<file path="config.mk">
export PLATFORM = sky130hd
export DESIGN_NAME = char_buffer_arbiter
export DESIGN_NICKNAME = d
export VERILOG_FILES = /design/src/rtl/char_buffer_arbiter.sv
export SDC_FILE = /design/constraint.sdc
export NUM_CORES = 1
export LEC_CHECK = 0
export ABC_AREA = 1
export CAP_MARGIN = 20
export CORE_ASPECT_RATIO = 2
export CORE_MARGIN = 3
export CORE_UTILIZATION = 47
export CTS_CLUSTER_SIZE = 12
export DETAILED_ROUTE_END_ITERATION = 6
export PLACE_DENSITY = 0.8
export SYNTH_ARGS = -nofsm -noshare
export SYNTH_HDL_FRONTEND = slang
export SYNTH_SLANG_ARGS = --single-unit
</file>
<file path="constraint.sdc">
create_clock -name clk -period 1.9 [get_ports clk]
set_input_delay 0.19 -clock clk [delete_from_list [all_inputs] [get_ports clk]]
set_output_delay 0.19 -clock clk [all_outputs]
set_load 0.01 [all_outputs]
</file>
<file path="src/rtl/char_buffer_arbiter.sv">
// Single write port into the row-major character RAM: a clear engine plus two round-robin requesters.
// Optional macro CHARBUF_FILL_CHAR_EN adds a fill_char input latched by clr_req for the clear engine.
module char_buffer_arbiter #(
  parameter int COLS   = 64,
  parameter int ROWS   = 11,
  parameter int ADDR_W = 10
) (
  input  logic              clk,
  input  logic              reset,
  input  logic              clr_req,
  input  logic [3:0]        clr_first,
  input  logic [3:0]        clr_last,
`ifdef CHARBUF_FILL_CHAR_EN
  input  logic [7:0]        fill_char,
`endif
  output logic              clr_busy,
  output logic              clr_done,
  input  logic              req0_valid,
  input  logic [ADDR_W-1:0] req0_addr,
  input  logic [7:0]        req0_data,
  output logic              req0_ready,
  input  logic              req1_valid,
  input  logic [ADDR_W-1:0] req1_addr,
  input  logic [7:0]        req1_data,
  output logic              req1_ready,
  output logic              wr_en,
  output logic [ADDR_W-1:0] wr_addr,
  output logic [7:0]        wr_data,
  output logic              err
);

  localparam int CSH = $clog2(COLS);
  localparam logic [ADDR_W:0] NCHAR = (ADDR_W+1)'(COLS * ROWS);

  typedef enum logic [1:0] {IDLE, CLEAR, DONE} state_t;

  state_t            state, state_nxt;
  logic [ADDR_W-1:0] ptr;
  logic [ADDR_W-1:0] end_addr;
  logic [7:0]        fill_q;
  logic              last_grant;
  logic              range_ok;
  logic              grant;
  logic [ADDR_W-1:0] sel_addr;
  logic [7:0]        sel_data;
  logic              in_range;

  assign range_ok = (clr_first <= clr_last) && (32'(clr_last) < ROWS);
  assign grant    = req0_ready | req1_ready;
  assign sel_addr = req1_ready ? req1_addr : req0_addr;
  assign sel_data = req1_ready ? req1_data : req0_data;
  assign in_range = {1'b0, sel_addr} < NCHAR;
  assign clr_busy = (state != IDLE);
  assign clr_done = (state == DONE);

  always_ff @(posedge clk or negedge reset) begin
    if (!reset) state <= IDLE;
    else        state <= state_nxt;
  end

  // Readies are gated by reset so they read 0 while reset is held, even with valids high.
  always_comb begin
    state_nxt  = state;
    req0_ready = 1'b0;
    req1_ready = 1'b0;
    case (state)
      IDLE: begin
        if (clr_req) begin
          state_nxt = range_ok ? CLEAR : DONE;
        end else if (reset) begin
          req0_ready = req0_valid && (!req1_valid || last_grant);
          req1_ready = req1_valid && (!req0_valid || !last_grant);
        end
      end
      CLEAR: begin
        if (ptr == end_addr) state_nxt = DONE;
      end
      DONE:    state_nxt = IDLE;
      default: state_nxt = IDLE;
    endcase
  end

  always_ff @(posedge clk or negedge reset) begin
    if (!reset) begin
      ptr        <= '0;
      end_addr   <= '0;
      fill_q     <= 8'h20;
      last_grant <= 1'b1;
      wr_en      <= 1'b0;
      wr_addr    <= '0;
      wr_data    <= '0;
      err        <= 1'b0;
    end else begin
      wr_en <= 1'b0;
      case (state)
        IDLE: begin
          if (clr_req) begin
            if (range_ok) begin
              ptr      <= ADDR_W'({clr_first, {CSH{1'b0}}});
              end_addr <= ADDR_W'({clr_last, {CSH{1'b1}}});
`ifdef CHARBUF_FILL_CHAR_EN
              fill_q   <= fill_char;
`else
              fill_q   <= 8'h20;
`endif
            end else begin
              err <= 1'b1;
            end
          end else if (grant) begin
            last_grant <= req1_ready;
            // Out-of-range writes are consumed but dropped, so the requester never stalls.
            if (in_range) begin
              wr_en   <= 1'b1;
              wr_addr <= sel_addr;
              wr_data <= sel_data;
            end else begin
              err <= 1'b1;
            end
          end
        end
        CLEAR: begin
          wr_en   <= 1'b1;
          wr_addr <= ptr;
          wr_data <= fill_q;
          ptr     <= ptr + 1'b1;
        end
        default: ;
      endcase
    end
  end

endmodule

</file>
==> impl_metrics.tcl <==
set metrics [dict create \
    status "finished, final reports clean" \
    fmax_ghz 0.578 \
    whs_ns 0.346 \
    cap_violations 0 \
    drtPass1Iterations 4 \
    drtAntennaViolNets 0 \
    antenna_found_initial 0 \
    io_pins 73 \
    synth_nets 381 \
    cp.required_ns 2.10 \
    routed-wl-met2_um 3560 \
    hp-class "in2reg" \
    num_vias 2452 \
    ys_seq_elements 38 \
    yosys-top-cells-area "dfrtp_1, nand2_1, nand3_1" \
    syn_area_per_cell_um2 7.24 \
    period_share_pct 91.1 \
    met3_wirelength_um 278 \
    criticalPathCategory "reg2reg" \
    setup_ws_ns 0.169 \
    fin_nets 470 \
    fin_crit_ns 1.73 \
    cts_sinks 38 \
    hold_viol_final 0 \
    synth_top_area_share_pct 39.1 \
    grt_pass1_wl_um 11000 \
    fill_cells 423 \
    post_drt_wl_per_cell_um 13.7 \
    crit_family "simple AND/OR/NAND/NOR gates" \
    crit_cells 13 \
    rsz0062_at_grt "no" \
    clock_latency_ns 0.30 \
    h-tree-depth 2 \
    synth_adder_area_share_pct 2.64 \
    whs_path_depth 5 \
    synth_compound_area_share_pct 8.67 \
    cp.buffers_inverters 2 \
    synthXorXnorAreaFrac_pct 0.740 \
    slew_viol_final 0 \
    dieWidth_um 56.2 \
    drive_gt1_share_pct 14.4 \
    syn_area_um2 2370 \
    fin_worst_skew_ns 0.0128 \
    leakagePower_uw 0.00177 \
    synthSimpleGateAreaFrac_pct 39.1 \
    worst_r2r_path_depth 13 \
    drt_wl_total_um 6450 \
    grt_max_degree 39 \
    placementRows 35 \
    synth_top_area_cell "dfrtp_1" \
    viasPerCell 5.19 \
    ir_drop_mv 0.924 \
    synth_top_flop_cell "dfrtp_1" \
    wl_met1_um 2400 \
    num_antenna_cells 0 \
    root_buffer "clkbuf_8" \
    placedInstanceArea_um2 3240 \
    drc 0 \
    critical_path.endpoint_type "flip-flop" \
    port_buffers 72 \
    crit_top_cell "nand2_1" \
    grt.overflow.total 0 \
    async_flop_share_pct 100 \
    yosysWarningCount 0 \
    core_um2 4730 \
    worstMarginPinSlew_ns 0.495 \
    cts_setup_buffers 0 \
    dp_hpwl_um 4980 \
    start_util_pct 50.0 \
    grt_pass1_vias 2471 \
    setup_viol 0 \
    pwr_density_cell_nw_per_um2 1280 \
    cts_buffer_depth 2 \
    cts_tree "built" \
    seq_area_frac_synth_pct 40.2 \
    crit_slowest_cell "dfrtp_1" \
    synthesis.instances 327 \
    synth_top_family_by_area "simple AND/OR/NAND/NOR gates" \
    pre_cts_slack_ns -0.185 \
    dieArea_um2 5970 \
    final_area_um2 3400 \
    clk_pin_slew_ns 0.09 \
    fp.dieH_um 106 \
    area_growth_syn_to_layout_pct 43.6 \
    yosys-mux-area-fraction_pct 0 \
    synth_edf_count 0 \
    path_cells "inv_4 -> nand2_4 -> nor2_8 -> nand2_4 -> nand2_1 -> nand2_1 -> nand2_1 -> nand2_2 -> nand2_2 -> nand2_4 -> buf_4 -> nand3_1 -> nand2_1" \
    worst-path-max-fanout 11 \
    worstSetupStartpointType "flip-flop" \
    grtUsageTotal_pct 22.8 \
    cp.arrival_ns 1.93 \
    numCtsBuffers 5 \
    place.gp.congestion 0.871 \
    top_layer "met4" \
    synth_cell_type_count 34 \
    crit_path_max_incr_delay_ns 0.40 \
    slew_headroom_pct 67.0 \
    drtIter0Drc 108 \
]
state kept, by name, summed over array words and instances (netlist names):
register,cells
ptr,10
wr_addr,10
wr_data,8
end_addr,5
state,2
err,1
last_grant,1
wr_en,1
power breakdown:
part           switching, uW  leakage, uW  internal [uW]  total [uW]
Clock                    310    0.0000683            526         837
Sequential               268     0.000476           1150        1410
Combinational           1100      0.00122            990        2090
Total                   1680      0.00177           2660        4340
placed cells by master, fill, tap and decap left out, types with 3 or more instances in the layout:
master | synthesis | final
nand2_1 | 139 | 138
nand4_1 | 5 | 5
a22oi_1 | 5 | 5
ha_1 | 5 | 5
inv_2 | 3 | 3
buf_4 | 1 | 22
a21oi_1 | 9 | 8
inv_1 | 27 | 27
dfrtp_1 | 37 | 37
nor2_1 | 7 | 7
nand3_1 | 28 | 28
clkdlybuf4s50_1 | 0 | 69
clkbuf_8 | 0 | 5
o21ai_0 | 15 | 13
nand2_2 | 5 | 4
nand2_4 | 2 | 4
nand3_2 | 10 | 10
layer usage:
metal  track usage, %  vias up
li1                 -     1223
met3             3.77       18
met5                0        -
met1             23.8     1131
met4             10.0        0
met2             43.0       80
path summary, 6_finish.rpt:
path / startpoint / endpoint / slack [ns]
worst max-delay path: state[1]$_DFFE_PN0P_ / wr_addr[3]$_DFFE_PN0P_ / 0.17
worst min-delay path: reset / last_grant$_DFFE_PN1P_ / 0.35
worst max register to register: state[1]$_DFFE_PN0P_ / wr_addr[3]$_DFFE_PN0P_ / 0.17
worst min register to register: err$_DFFE_PN0P_ / err$_DFFE_PN0P_ / 0.47
max in group asynchronous: reset / ptr[1]$_DFFE_PN0P_ / 1.02
min in group asynchronous: reset / err$_DFFE_PN0P_ / 0.53
cell type report:
type                            instances  area (um^2)  share of cell area, %
Timing Repair Buffer                   95          888                   26.2
Inverter                               32          123                   3.61
Multi-Input combinational cell        244         1230                   36.1
Tap cell                               55         68.8                   2.03
Clock inverter                          3         68.8                   2.03
Clock buffer                            5         68.8                   2.03
Sequential cell                        38          952                   28.0
Yosys cell counts, types with 2 or more instances:
cell type	count
a21oi_1	9
a22oi_1	5
buf_6	2
clkbuf_1	8
dfrtp_1	37
ha_1	5
inv_1	27
inv_2	3
nand2_1	139
nand2_2	5
nand2_4	2
nand3_1	28
nand3_2	10
nand4_1	5
nor2_1	7
o21ai_0	15
or2_2	2
xnor2_1	2
worst register-to-register path: stages, from the launching register on:
cell     delay (ns)
dfrtp_1        0.40
inv_4          0.12
nand2_4        0.08
nor2_8         0.13
nand2_4        0.12
nand2_1        0.08
nand2_1        0.07
nand2_1        0.08
nand2_2        0.06
nand2_2        0.09
nand2_4        0.09
buf_4          0.18
nand3_1        0.08
nand2_1        0.06
kinds of logic after synthesis:
| kind of cell | after synthesis |
|---|---|
| AOI/OAI and AO/OA | 35 |
| DFF | 38 |
| and+or+nand+nor | 202 |
| adders and majority gates | 5 |
| buffers and inverters | 45 |
| xor gates and xnor gates | 2 |
what timing repair did:
action	in CTS	in global routing
setup endpoints to repair	2	22
hold endpoints to repair	13	0
hold buffers	1	0
pin swaps	0	1
gates resized for setup	2	6
through the flow:
step	instances	total power [uW]	TNS (ns)	utilization, %
floorplan	327	2610	0	-
global placement	463	3440	-1.71	68.4
detailed placement	463	3500	-3.58	68.4
CTS	472	4340	0	71.5
global route	472	4650	0	71.8
finish	472	4340	0	71.8
(Power assumes the default switching activity.)
